`src/rtl/alu_arbiter.sv`:
```
// alu_arbiter: two requesters share one 8-bit ALU; per-op hold latency, one op in flight.
// Define ALU_ARB_ROUND_ROBIN_EN for round-robin contention; otherwise requester 0 has fixed priority.
module alu_arbiter #(
  parameter int unsigned ADD_LAT   = 2,
  parameter int unsigned LOGIC_LAT = 1
) (
  input  logic       CLK,
  input  logic       RESET,
  input  logic       req0_valid,
  output logic       req0_ready,
  input  logic [7:0] req0_data1,
  input  logic [7:0] req0_data2,
  input  logic [2:0] req0_op,
  input  logic       req1_valid,
  output logic       req1_ready,
  input  logic [7:0] req1_data1,
  input  logic [7:0] req1_data2,
  input  logic [2:0] req1_op,
  output logic       resp0_valid,
  input  logic       resp0_ready,
  output logic [7:0] resp0_result,
  output logic       resp0_err,
  output logic       resp1_valid,
  input  logic       resp1_ready,
  output logic [7:0] resp1_result,
  output logic       resp1_err,
  output logic [7:0] alu_data1,
  output logic [7:0] alu_data2,
  output logic [2:0] alu_operation,
  input  logic [7:0] alu_result
);

  // state | meaning
  // IDLE  | waiting for a request; ready offered to the selected requester
  // EXEC  | latched operands on the ALU, latency counter running
  // RESP  | result held for the granted requester until it is consumed
  typedef enum logic [1:0] {IDLE = 2'd0, EXEC = 2'd1, RESP = 2'd2} state_t;

  state_t     state, state_nxt;
  logic [2:0] cnt_q;
  logic [7:0] d1_q, d2_q, res_q;
  logic [2:0] op_q;
  logic       gid_q, err_q;

  logic       contend_win, sel, xfer, done, resp_rdy;
  logic [7:0] in_d1, in_d2;
  logic [2:0] in_op, lat_ld;

`ifdef ALU_ARB_ROUND_ROBIN_EN
  // Pointer only moves when a response is consumed, so aborted ops never shift fairness.
  logic last_q;
  always_ff @(posedge CLK) begin
    if (RESET)
      last_q <= 1'b1;
    else if (state == RESP && resp_rdy)
      last_q <= gid_q;
  end
  assign contend_win = ~last_q;
`else
  assign contend_win = 1'b0;
`endif

  assign sel      = (req0_valid && req1_valid) ? contend_win : req1_valid;
  assign xfer     = !RESET && state == IDLE && (sel ? req1_valid : req0_valid);
  assign in_d1    = sel ? req1_data1 : req0_data1;
  assign in_d2    = sel ? req1_data2 : req0_data2;
  assign in_op    = sel ? req1_op    : req0_op;
  assign done     = state == EXEC && cnt_q == 3'd1;
  assign resp_rdy = gid_q ? resp1_ready : resp0_ready;

  always_comb begin
    lat_ld = 3'd1;
    case (in_op)
      3'b001:                 lat_ld = 3'(ADD_LAT);
      3'b000, 3'b010, 3'b011: lat_ld = 3'(LOGIC_LAT);
      default:                lat_ld = 3'd1;
    endcase
  end

  always_ff @(posedge CLK) begin
    if (RESET)
      state <= IDLE;
    else
      state <= state_nxt;
  end

  always_comb begin
    state_nxt = state;
    case (state)
      IDLE:    if (xfer)     state_nxt = EXEC;
      EXEC:    if (done)     state_nxt = RESP;
      RESP:    if (resp_rdy) state_nxt = IDLE;
      default:               state_nxt = IDLE;
    endcase
  end

  // The latched operands drive the ALU directly, so its inputs only change on acceptance.
  always_ff @(posedge CLK) begin
    if (RESET) begin
      cnt_q <= 3'd0;
      d1_q  <= 8'h00;
      d2_q  <= 8'h00;
      op_q  <= 3'd0;
      gid_q <= 1'b0;
      err_q <= 1'b0;
      res_q <= 8'h00;
    end else begin
      if (xfer) begin
        cnt_q <= lat_ld;
        d1_q  <= in_d1;
        d2_q  <= in_d2;
        op_q  <= in_op;
        gid_q <= sel;
        err_q <= in_op[2];
      end else if (state == EXEC) begin
        cnt_q <= cnt_q - 3'd1;
      end
      if (done)
        res_q <= err_q ? 8'h00 : alu_result;
    end
  end

  always_comb begin
    req0_ready    = 1'b0;
    req1_ready    = 1'b0;
    resp0_valid   = 1'b0;
    resp1_valid   = 1'b0;
    resp0_result  = 8'h00;
    resp1_result  = 8'h00;
    resp0_err     = 1'b0;
    resp1_err     = 1'b0;
    alu_data1     = d1_q;
    alu_data2     = d2_q;
    alu_operation = op_q;
    if (!RESET) begin
      if (state == IDLE) begin
        req0_ready = req0_valid && !sel;
        req1_ready = req1_valid && sel;
      end
      if (state == RESP) begin
        if (gid_q) begin
          resp1_valid  = 1'b1;
          resp1_result = res_q;
          resp1_err    = err_q;
        end else begin
          resp0_valid  = 1'b1;
          resp0_result = res_q;
          resp0_err    = err_q;
        end
      end
    end
  end

endmodule

```
`config.mk`:
```
export PLATFORM = sky130hd
export DESIGN_NAME = alu_arbiter
export DESIGN_NICKNAME = d
export VERILOG_FILES = /design/src/rtl/alu_arbiter.sv
export SDC_FILE = /design/constraint.sdc
export NUM_CORES = 1
export LEC_CHECK = 0
export ABC_AREA = 1
export CAP_MARGIN = 5
export CELL_PAD_IN_SITES_DETAIL_PLACEMENT = 0
export CELL_PAD_IN_SITES_GLOBAL_PLACEMENT = 1
export CORE_UTILIZATION = 28
export DETAILED_ROUTE_END_ITERATION = 10
export GPL_TIMING_DRIVEN = 0
export PLACE_DENSITY = 0.81
export SLEW_MARGIN = 30
export SYNTH_ARGS = -nofsm -noshare
export SYNTH_HDL_FRONTEND = slang
export SYNTH_SLANG_ARGS = --single-unit
```
`constraint.sdc`:
```
create_clock -name CLK -period 2.1 [get_ports CLK]
set_clock_uncertainty 0.15 [all_clocks]
set_input_delay 0.21 -clock CLK [delete_from_list [all_inputs] [get_ports CLK]]
set_output_delay 0.21 -clock CLK [all_outputs]
set_load 0.01 [all_outputs]
```
Word level (Yosys, flattened, before mapping)
Index checks and enable logic that the tools add are counted.
Word-level totals
  bits in registers: 34
  input port bits: 52
  output and inout bits: 41
  word-level logic and storage cells: 63
Cells by class
  add/sub/neg operators: 1
  equality and inequality tests: 7
  mux-type cells: 36
  reductions and logical operators: 11
Operator list (count)
  8-bit two-way mux: 9
  1-bit two-way mux: 19
  3-bit two-way mux: 3
  2-bit two-way mux: 4
  3-bit by 1-bit equality test with 1-bit output, second input constant: 2
  1-bit logical AND: 6
  2-bit inequality test, second input constant: 3
  2-bit case mux with 3 select lines: 1
  3-bit AND reduction: 1
  3-bit by 1-bit subtractor with 3-bit output, second input constant: 1
  2-bit by 1-bit equality test with 1-bit output, second input constant: 1
  2-bit equality test, second input constant: 1
  1-bit zero test: 2
  2-bit zero test: 1
  2-bit nonzero test: 1

Depth between registers and ports, before layout
Gate-level depths: netlist (run 1).
  word-level depth: 6
  depth in mapped cells: 10
  depth with buffers taken out: 9

Least setup slack after synthesis (run 1)
Ideal clock, no wire load.
  path kind: register to output
  start: register state[1]
  end: output port resp0_err
  data arrival time: 1.207 ns
  required time: 1.740 ns
  path slack: 0.533 ns
  cell stages (with the launch flop): 7
  path buffers: 0
  path through: dfxtp_1 -> inv_2 -> nor2_1 -> inv_1 -> nor3_1 -> inv_2 -> nor2_1
Between the ends
  cells in the longest elaborated chain, start to end: 3
RTL lines
  start, declared: RTL line 39  | state_t state, state_nxt;
  start signal, assigned: RTL line 84  | state <= state_nxt;
  2-bit equality test: RTL line 140  | if (state == RESP) begin
  1-bit two-way mux: RTL line 140
  1-bit two-way mux: RTL line 135  | if (!RESET) begin
  end, declared: RTL line 22  | output logic resp0_err,
No other way between the ends.

Final worst setup path (run 1)
  start: register state[1]
  end: output port resp0_valid
Between the ends
  cells in the longest elaborated chain, start to end: 3
RTL lines
  2-bit equality test: RTL line 140
  1-bit two-way mux: RTL line 140
  1-bit two-way mux: RTL line 135
  end, declared: RTL line 19  | output logic resp0_valid,
No other way between the ends.

==> results of run 1 <==
## area by class of cell
type,instances,area [um^2]
sequential,33,661
multi-input combinational,152,820
inverter,27,106
tap,72,90.1
clock buffer,5,68.8
timing repair buffer,92,902
clock inverter,2,35.0
fill,584,2880
buffer,16,116
## metal layers
metal / GRT usage / vias to the layer above / part of all wire
li1: - / 954 / -
met1: 0.200 / 792 / 0.44
met2: 0.274 / 79 / 0.43
met3: 0.0697 / 6 / 0.11
met4: 0.0589 / 0 / 0.014
met5: 0 / - / 0
## state kept, by name, indices dropped and copies added (netlist names)
| signal | flops |
|---|---|
| alu_operation | 3 |
| gid_q | 1 |
| alu_data2 | 8 |
| alu_data1 | 8 |
| cnt_q | 3 |
| res_q | 8 |
| state | 2 |
## repair_timing
item	in CTS	in global routing
resized for setup	21	2
hold endpoints to repair	3	0
setup endpoints to repair	21	2
hold buffers	1	0
## how the worst min path moves through the flow
stage,from,to,slack (ps),depth (start not counted)
detailed placement,RESET,res_q[0],290,2
global placement,RESET,res_q[2],290,2
global route,RESET,alu_operation[0],290,5
floorplan,req0_data1[7],alu_data1[7],220,2
CTS,RESET,gid_q,260,6
finish,RESET,alu_operation[0],270,5
## placed cells by master (no fill, tap or decap)
| cell type | netlist | final |
|---|---|---|
| a211oi_1 | 8 | 8 |
| a21oi_1 | 13 | 13 |
| a21oi_2 | 1 | 1 |
| a31oi_1 | 16 | 16 |
| a31oi_4 | 1 | 1 |
| buf_2 | 6 | 6 |
| buf_4 | 4 | 4 |
| buf_6 | 3 | 3 |
| buf_8 | 1 | 1 |
| bufinv_16 | 0 | 1 |
| clkbuf_1 | 2 | 2 |
| clkbuf_8 | 0 | 5 |
| clkdlybuf4s50_1 | 0 | 70 |
| clkinv_1 | 1 | 1 |
| clkinv_2 | 0 | 1 |
| dfxtp_1 | 33 | 33 |
| dlygate4sd2_1 | 0 | 19 |
| dlygate4sd3_1 | 0 | 1 |
| dlymetal6s2s_1 | 0 | 2 |
| ha_1 | 2 | 2 |
| inv_1 | 21 | 21 |
| inv_2 | 4 | 4 |
| inv_6 | 1 | 1 |
| nand2_1 | 35 | 35 |
| nand2_2 | 1 | 1 |
| nand3_1 | 24 | 24 |
| nand3_4 | 2 | 2 |
| nor2_1 | 25 | 25 |
| nor2_4 | 1 | 1 |
| nor3_2 | 0 | 2 |
| o21ai_0 | 17 | 17 |
| o21ai_1 | 1 | 1 |
| o21ai_4 | 1 | 1 |
| or2_2 | 1 | 1 |
| xor2_1 | 1 | 1 |
## Yosys cell counts
cell type,instances
inv_1,21
inv_2,4
a21oi_1,13
nor3_1,2
clkinv_1,1
o21ai_1,1
xor2_1,1
a31oi_4,1
nor2_1,25
nor2_4,1
a21oi_2,1
or2_2,1
clkbuf_1,2
dfxtp_1,33
buf_8,1
nand3_1,24
o21ai_4,1
a31oi_1,16
a211oi_1,8
buf_4,4
nand2_1,35
nand2_2,1
o21ai_0,17
ha_1,2
nand3_4,2
buf_2,6
buf_6,3
inv_6,1
## per-stage QoR
step                      setup slack, ps  power [mW]
after floorplan                       533       0.938
after global placement              -72.4        1.16
after detailed placement             -101        1.16
after CTS                            46.4        1.74
after global routing                 6.36        1.82
final                                 113        1.71
## critical path, stage by stage (launching register included)
cell and delay (ps):
dfxtp_1 330, inv_2 60, nor2_1 120, inv_1 90, nor3_2 170, clkdlybuf4s50_1 580
## cells by family after synthesis
logic type | synth area share
AND/OR/NAND/NOR | 0.245
AO/OA/AOI/OAI | 0.214
flip-flops | 0.390
XOR/XNOR | 0.00517
buffers and inverters | 0.132
adder cells (fa/ha/maj) | 0.0148
## report_power, final
part / internal, mW / switching [mW]
clock: 0.345 / 0.226
combinational: 0.234 / 0.200
sequential: 0.681 / 0.0284
total: 1.26 / 0.454
==> impl_metrics.toml, run 1 <==
[outcome]
status = "completed"

[detailed_routing]
via_per_inst = 4.59
first_pass_iters = 4
vias = 1831
finalWirelength_mm = 4.90
dr.first_iter.drc_count = 56
wl_per_cell_um = 12.3
route.antenna.remaining_nets = 0
drc_errors = 0

[grt]
grt_max_degree = 11
grt_pass1_wl_mm = 8.35
grt_antenna_before_repair = 0
grt_pass1_vias = 1854
track_usage = 0.169
grt_overflow = 0

[placement]
finalWeightedCongestion = 0.727
dpl_cell_area_mm2 = 0.00269
dp_hpwl_mm = 3.66
port_buffers = 91
dp_cells = 391

[critical_path]
reg2reg_from = "cnt_q[0]"
endpoint = "resp0_valid"
rr_worst_depth = 6
worstPathRequired_ps = 1740
cp-start-kind = "register"
critical_path.startpoint = "state[1]"
r2r_end = "cnt_q[1]"
worstSetupPathType = "register to output port"
ff2ff_setup_slack_ps = 660
cp_data_arrival_time_ps = 1630
critPathCaptureType = "output port"
crit_fanout = 3

[cts]
cts_buffer_depth = 2
cts_htree_levels = 2
cts.sinks = 33
cts_made_buffers = 5
cts_root_buf = "clkbuf_8"
insertion_delay_ps = 280
path_clk_slew_ps = 70
post-cts-setup-buffers = 0
cts_tree = "yes"

[synthesis]
syn_inst = 228
yosysTopAreaCellShare = 0.390
synth.largest_area_cell = "dfxtp_1"
yosysSeqAreaShare = 0.390
synthesis.area_mm2 = 0.00169
yosysWarnings = 0
synth_nets = 282
synth_cell_types = 28
synth_area_leaders = "dfxtp_1 39%, nand2_1 7.8%, nand3_1 7.1%"
ys_ff_latch = 33
syn_area_per_cell_um2 = 7.42

[floorplan]
die_w_um = 79.8
core_mm2 = 0.00568
die-height_um = 79.8
start_util = 0.298
rows = 27
ioPinCount = 93
dieArea_mm2 = 0.00636

[sta]
period_share = 0.946
final.min_clock_period_ps = 1990
rsz0062_at_grt = "no"
setup_tns_ps = 0
slew_headroom = 0.677
clock.fmax_ghz = 0.503
worstMarginPinSlew_ps = 485
setup_violations = 0
slew_viol_final = 0
holdWs_ps = 273
finalHoldViolCount = 0

[cells_and_area]
final_nets = 381
synthToLayoutAreaGrowth_pct = 65.3
n_antenna_cell = 0
post-route-util = 0.493
fin_area_mm2 = 0.00280
layout-drive-gt1-share = 0.110
stdcell_count = 399

[power_and_ir_drop]
ir_drop_mv = 0.320
powerDensity_mw_per_mm2 = 612
leakage_nw = 1.20

[run]
cap_violations = 0

[min_path]
hold_path_class = "primary input to register"
(Power assumes the default switching activity.)
==> run 2: changes to the inputs <==
CAP_MARGIN = 25   (was 5)
CORE_UTILIZATION = 23   (was 28)
PLACE_DENSITY = 0.71   (was 0.81)
clock period = 1.6 ns   (was 2.1 ns; I/O delays follow)
==> run 2 against run 1 <==
The flow now finishes with violations (setup timing). Highest routed layer is now met3. Non-clock buffer count increased by 7. Hold slack got worse by 40 ps. Flip-flop and latch count unchanged. Total power increased by 25%. Register-to-register slack got worse by 510 ps. Critical path depth increased by 2. Critical path type unchanged.
==> impl_metrics.toml, run 2 (synthesis results as in run 1) <==
[outcome]
status = "finished with violations"
violations = "setup timing"

[sta]
finalHoldViolCount = 0
clock.fmax_ghz = 0.589
worstMarginPinSlew_ps = 484
slew_headroom = 0.677
timing.final.ws_setup_ps = -97.8
final.min_clock_period_ps = 1700
slew_viol_final = 0
period_share = 1.06
setup_tns_ps = -1100
rsz0062_at_grt = "yes"
setup_violations = 14

[floorplan]
rows = 30
ioPinCount = 93
die-height_um = 87.8
dieArea_mm2 = 0.00771
die_w_um = 87.8
start_util = 0.244
core_mm2 = 0.00694

[power_and_ir_drop]
leakage_nw = 1.20
p_total_mw = 2.14
internal_power_mw = 1.51
swShare = 0.294
powerDensity_mw_per_mm2 = 738
switchingPower_mw = 0.630
pwr-share-clk = 0.289
ir_drop_mv = 0.247
comb_power_share = 0.275
seqPwrFrac = 0.437

[min_path]
hold_path_class = "primary input to register"
min-delay-start = "RESET"

[detailed_routing]
route.antenna.remaining_nets = 0
first_pass_iters = 4
via_per_inst = 4.36
vias = 1880
finalWirelength_mm = 5.27
drc_errors = 0
wl_per_cell_um = 12.2
dr.first_iter.drc_count = 58

[grt]
grt_pass1_wl_mm = 8.46
grt_antenna_before_repair = 0
grt_pass1_vias = 1841
grt_overflow = 0
track_usage = 0.140
grt_max_degree = 20

[cells_and_area]
final_nets = 388
layout-drive-gt1-share = 0.248
n_fill_cell = 731
final_common_cell = "clkdlybuf4s50_1"
synthToLayoutAreaGrowth_pct = 71.4
n_antenna_cell = 0
final_cell_mix = "67 x clkdlybuf4s50_1, 35 x nand2_1, 28 x dfxtp_1, 24 x nand3_1, 21 x buf_2"
stdcell_count = 431

[cts]
path_clk_slew_ps = 70
cts_tree = "yes"
cts_htree_levels = 2
cts_made_buffers = 5
insertion_delay_ps = 280
cts.sinks = 33
cts_buffer_depth = 2
cts_root_buf = "clkbuf_8"

[placement]
port_buffers = 91
dp_cells = 415
place_ws_ps = -497
dp_hpwl_mm = 3.89
finalWeightedCongestion = 0.713

[critical_path]
worstPathRequired_ps = 1290
reg2reg_from = "state[1]"
cp-start-kind = "register"
critical_path.startpoint = "state[0]"
crit_fanout = 5
cp_data_arrival_time_ps = 1390
critPathCaptureType = "output port"
worstSetupPathType = "register to output port"

[run]
cap_violations = 0
-- run 2: cell count changes in the layout (fill, tap and decap cells not counted), sizes merged --
cell	delta
buf	+27
dlygate4sd2	-17
clkdlybuf4s50	-3
bufinv	-1
clkbuf	+1
clkinv	+1
-- run 2: final timing paths --
check / slack (ps) / cells after the start / to
hold reg to reg: 320 / 2 / alu_operation[1]
setup / recovery: -100 / 7 / resp0_result[7]
setup reg to reg: 150 / 7 / res_q[3]
hold / removal: 230 / 5 / cnt_q[0]
-- run 2: final cells by class --
cell class | count | area (um^2) | share of cell area
Timing Repair Buffer | 100 | 917 | 0.316
Multi-Input combinational cell | 152 | 892 | 0.307
Sequential cell | 33 | 669 | 0.231
Tap cell | 96 | 120 | 0.0414
Buffer | 15 | 114 | 0.0392
Inverter | 27 | 106 | 0.0367
Clock buffer | 6 | 72.6 | 0.0250
Clock inverter | 2 | 10.0 | 0.00345
-- run 2: timing repair --
action	in CTS	in global routing
endpoints found under the hold margin	3	0
gates resized for setup	97	24
gates cloned	0	0
pin swaps	5	6
endpoints found under the setup margin	23	26
buffers inserted	5	4
hold buffers	1	0
-- run 2: metal layers --
layer	track usage	routed length (um)
met3	0.0462	365
met5	0	0
met1	0.165	2380
met2	0.246	2530
met4	0.0313	0
-- run 2: power groups by stage --
stage	clock, mW	combinational (mW)	sequential, mW
final	0.617	0.589	0.934
after detailed placement	0	0.575	0.949
after global placement	0	0.575	0.949
after global routing	0.686	0.645	0.944
after CTS	0.638	0.589	0.932
after floorplan	0	0.268	0.964
-- run 2: worst max-delay path: stages, from the launching register on --
cell	delay [ps]
dfxtp_2	350
nor2_4	110
inv_2	60
nor3_4	140
inv_2	90
buf_4	140
nor2_1	80
buf_2	130
-- run 2: per-stage QoR --
step / utilization / hold slack (ps) / cell area (um^2)
5_1_grt: 0.418 / 244 / 2900
2_1_floorplan: - / 169 / 1690
4_1_cts: 0.406 / 237 / 2820
3_5_place_dp: 0.392 / 255 / 2720
6_report: 0.418 / 233 / 2900
3_3_place_gp: 0.392 / 249 / 2720
==> run 3: changes to the inputs <==
GPL_ROUTABILITY_DRIVEN = 0   (was unset)
clock period = 1.5 ns   (was 1.6 ns; I/O delays follow)
==> run 3 against run 2 <==
The run still ends with setup timing left. Count of clock-buffer cells in the layout unchanged. Die area unchanged. First-iteration DRC count decreased by 21%. Flip-flop and latch count unchanged. Sequential power increased by 6.6%. Utilization increased by 1.8 points. Non-clock buffer count increased by 6. Via count increased by 1.4%. Clock power increased by 6.8%. Global-route usage about the same. Critical path type unchanged. Critical endpoint unchanged. Largest cell class unchanged.
==> impl_metrics.toml, run 3 (synthesis results as in run 1) <==
[outcome]
status = "finished with violations"
violations = "setup timing"

[grt]
grt_pass1_wl_mm = 8.45
grt_max_degree = 20
grt_overflow = 0
grt_pass1_vias = 1836
track_usage = 0.140
grt_antenna_before_repair = 0

[sta]
rsz0062_at_grt = "yes"
finalHoldViolCount = 0
setup_violations = 20
clock.fmax_ghz = 0.591
slew_headroom = 0.662
holdWs_ps = 219
slew_viol_final = 0
timing.final.ws_setup_ps = -192
period_share = 1.13
worstMarginPinSlew_ps = 506
final.min_clock_period_ps = 1690

[min_path]
hold_depth = 5
hold_end = "cnt_q[0]"
min-delay-start = "RESET"
hold_path_class = "primary input to register"

[critical_path]
cp-start-kind = "register"
worst_path_most_repeated_cell = "inv_2"
rr_worst_depth = 9
critical_path.cell_chain = "nor2_4 > inv_2 > nor3_4 > inv_2 > buf_4 > nor2_1 > buf_2"
worstSetupPathType = "register to output port"
slowest_delay_ps = 350
ff2ff_setup_slack_ps = -10
cp_data_arrival_time_ps = 1390
slowest_stage = "dfxtp_2"
critPathCaptureType = "output port"
reg2reg_from = "state[1]"
r2r_end = "cnt_q[1]"
crit_fanout = 5
worstPathRequired_ps = 1200

[cells_and_area]
n_antenna_cell = 0
final_cell_mix = "56 x clkdlybuf4s50_1, 32 x nand2_1, 28 x dfxtp_1, 23 x nand3_1, 21 x buf_2"
final_common_cell = "clkdlybuf4s50_1"
synthToLayoutAreaGrowth_pct = 78.9
fin_area_mm2 = 0.00303
stdcell_count = 437
layout-drive-gt1-share = 0.284
final_nets = 394

[run]
cap_violations = 0

[detailed_routing]
first_pass_iters = 4
vias = 1906
wl_per_cell_um = 12.3
finalWirelength_mm = 5.36
route.antenna.remaining_nets = 0
wl_met1_mm = 2.32
top_layer_used = "met4"
drc_errors = 0
dr.first_iter.drc_count = 46
via_per_inst = 4.36
dr_wl_met3_um = 406
wl_met2_mm = 2.61

[floorplan]
rows = 30
ioPinCount = 93
dieArea_mm2 = 0.00771
die-height_um = 87.8
core_mm2 = 0.00694
start_util = 0.244
die_w_um = 87.8

[placement]
dpl_cell_area_mm2 = 0.00272
dp_cells = 415
port_buffers = 91
place_ws_ps = -577
dp_hpwl_mm = 3.89

[cts]
cts_made_buffers = 5
cts_htree_levels = 2
insertion_delay_ps = 280
path_clk_slew_ps = 70
cts_tree = "yes"
cts.sinks = 33
cts_root_buf = "clkbuf_8"
cts_buffer_depth = 2

[power_and_ir_drop]
leakage_nw = 1.40
powerDensity_mw_per_mm2 = 768
ir_drop_mv = 0.262
==> run 3: cell count changes in the layout (fill, tap and decap cells not counted), sizes merged <==
cell / previous run / this run
dlymetal6s2s: 2 / 12
clkdlybuf4s50: 67 / 56
buf: 41 / 48
==> run 3: final cells by class <==
class	instances	area, um^2
tap	96	120
buffer	15	135
clock inverter	2	10.0
inverter	27	109
sequential	33	669
timing repair buffer	106	995
clock buffer	6	72.6
multi-input combinational	152	917
fill	716	3920
==> run 3: how the worst max path moves through the flow <==
stage	start	to	slack, ps	cells after the start
3_3_place_gp	req0_valid	req0_ready	-560	6
3_5_place_dp	req0_valid	req0_ready	-580	6
5_1_grt	state[0]	resp1_err	-280	7
2_1_floorplan	state[1]	resp0_err	-7	6
6_report	state[0]	resp0_result[7]	-190	7
4_1_cts	state[1]	resp1_err	-280	8
==> run 3: through the flow <==
| stage | setup TNS, ps | utilization | power (mW) |
|---|---|---|---|
| after floorplan | -127 | - | 1.31 |
| after global placement | -10780 | 0.392 | 1.63 |
| after detailed placement | -10790 | 0.392 | 1.63 |
| after CTS | -4040 | 0.404 | 2.30 |
| after global routing | -4550 | 0.436 | 2.47 |
| final | -2650 | 0.436 | 2.33 |
==> run 3: metal layers <==
layer,GRT usage,vias to the layer above
met4,0.0313,0
met1,0.165,847
met3,0.0462,2
li1,-,986
met5,0,-
met2,0.245,71
==> run 3: worst max-delay path, delay by kind of cell, from the launching register on <==
kind                   cells  cell delay (ps)
and+or+nand+nor            3              330
DFF                        1              350
buffers and inverters      4              430
==> run 3: repair_timing <==
item,CTS,global route
cloned,0,1
buffers inserted,5,9
gates resized for setup,106,47
hold buffers,1,0
endpoints found under the hold margin,3,0
pin swaps,5,5
setup endpoints to repair,24,48
==> run 3: report_power, final <==
part | leakage (nW) | switching, mW | internal, mW
Combinational | 1.08 | 0.310 | 0.360
Clock | 0.0450 | 0.337 | 0.322
Sequential | 0.273 | 0.0415 | 0.954
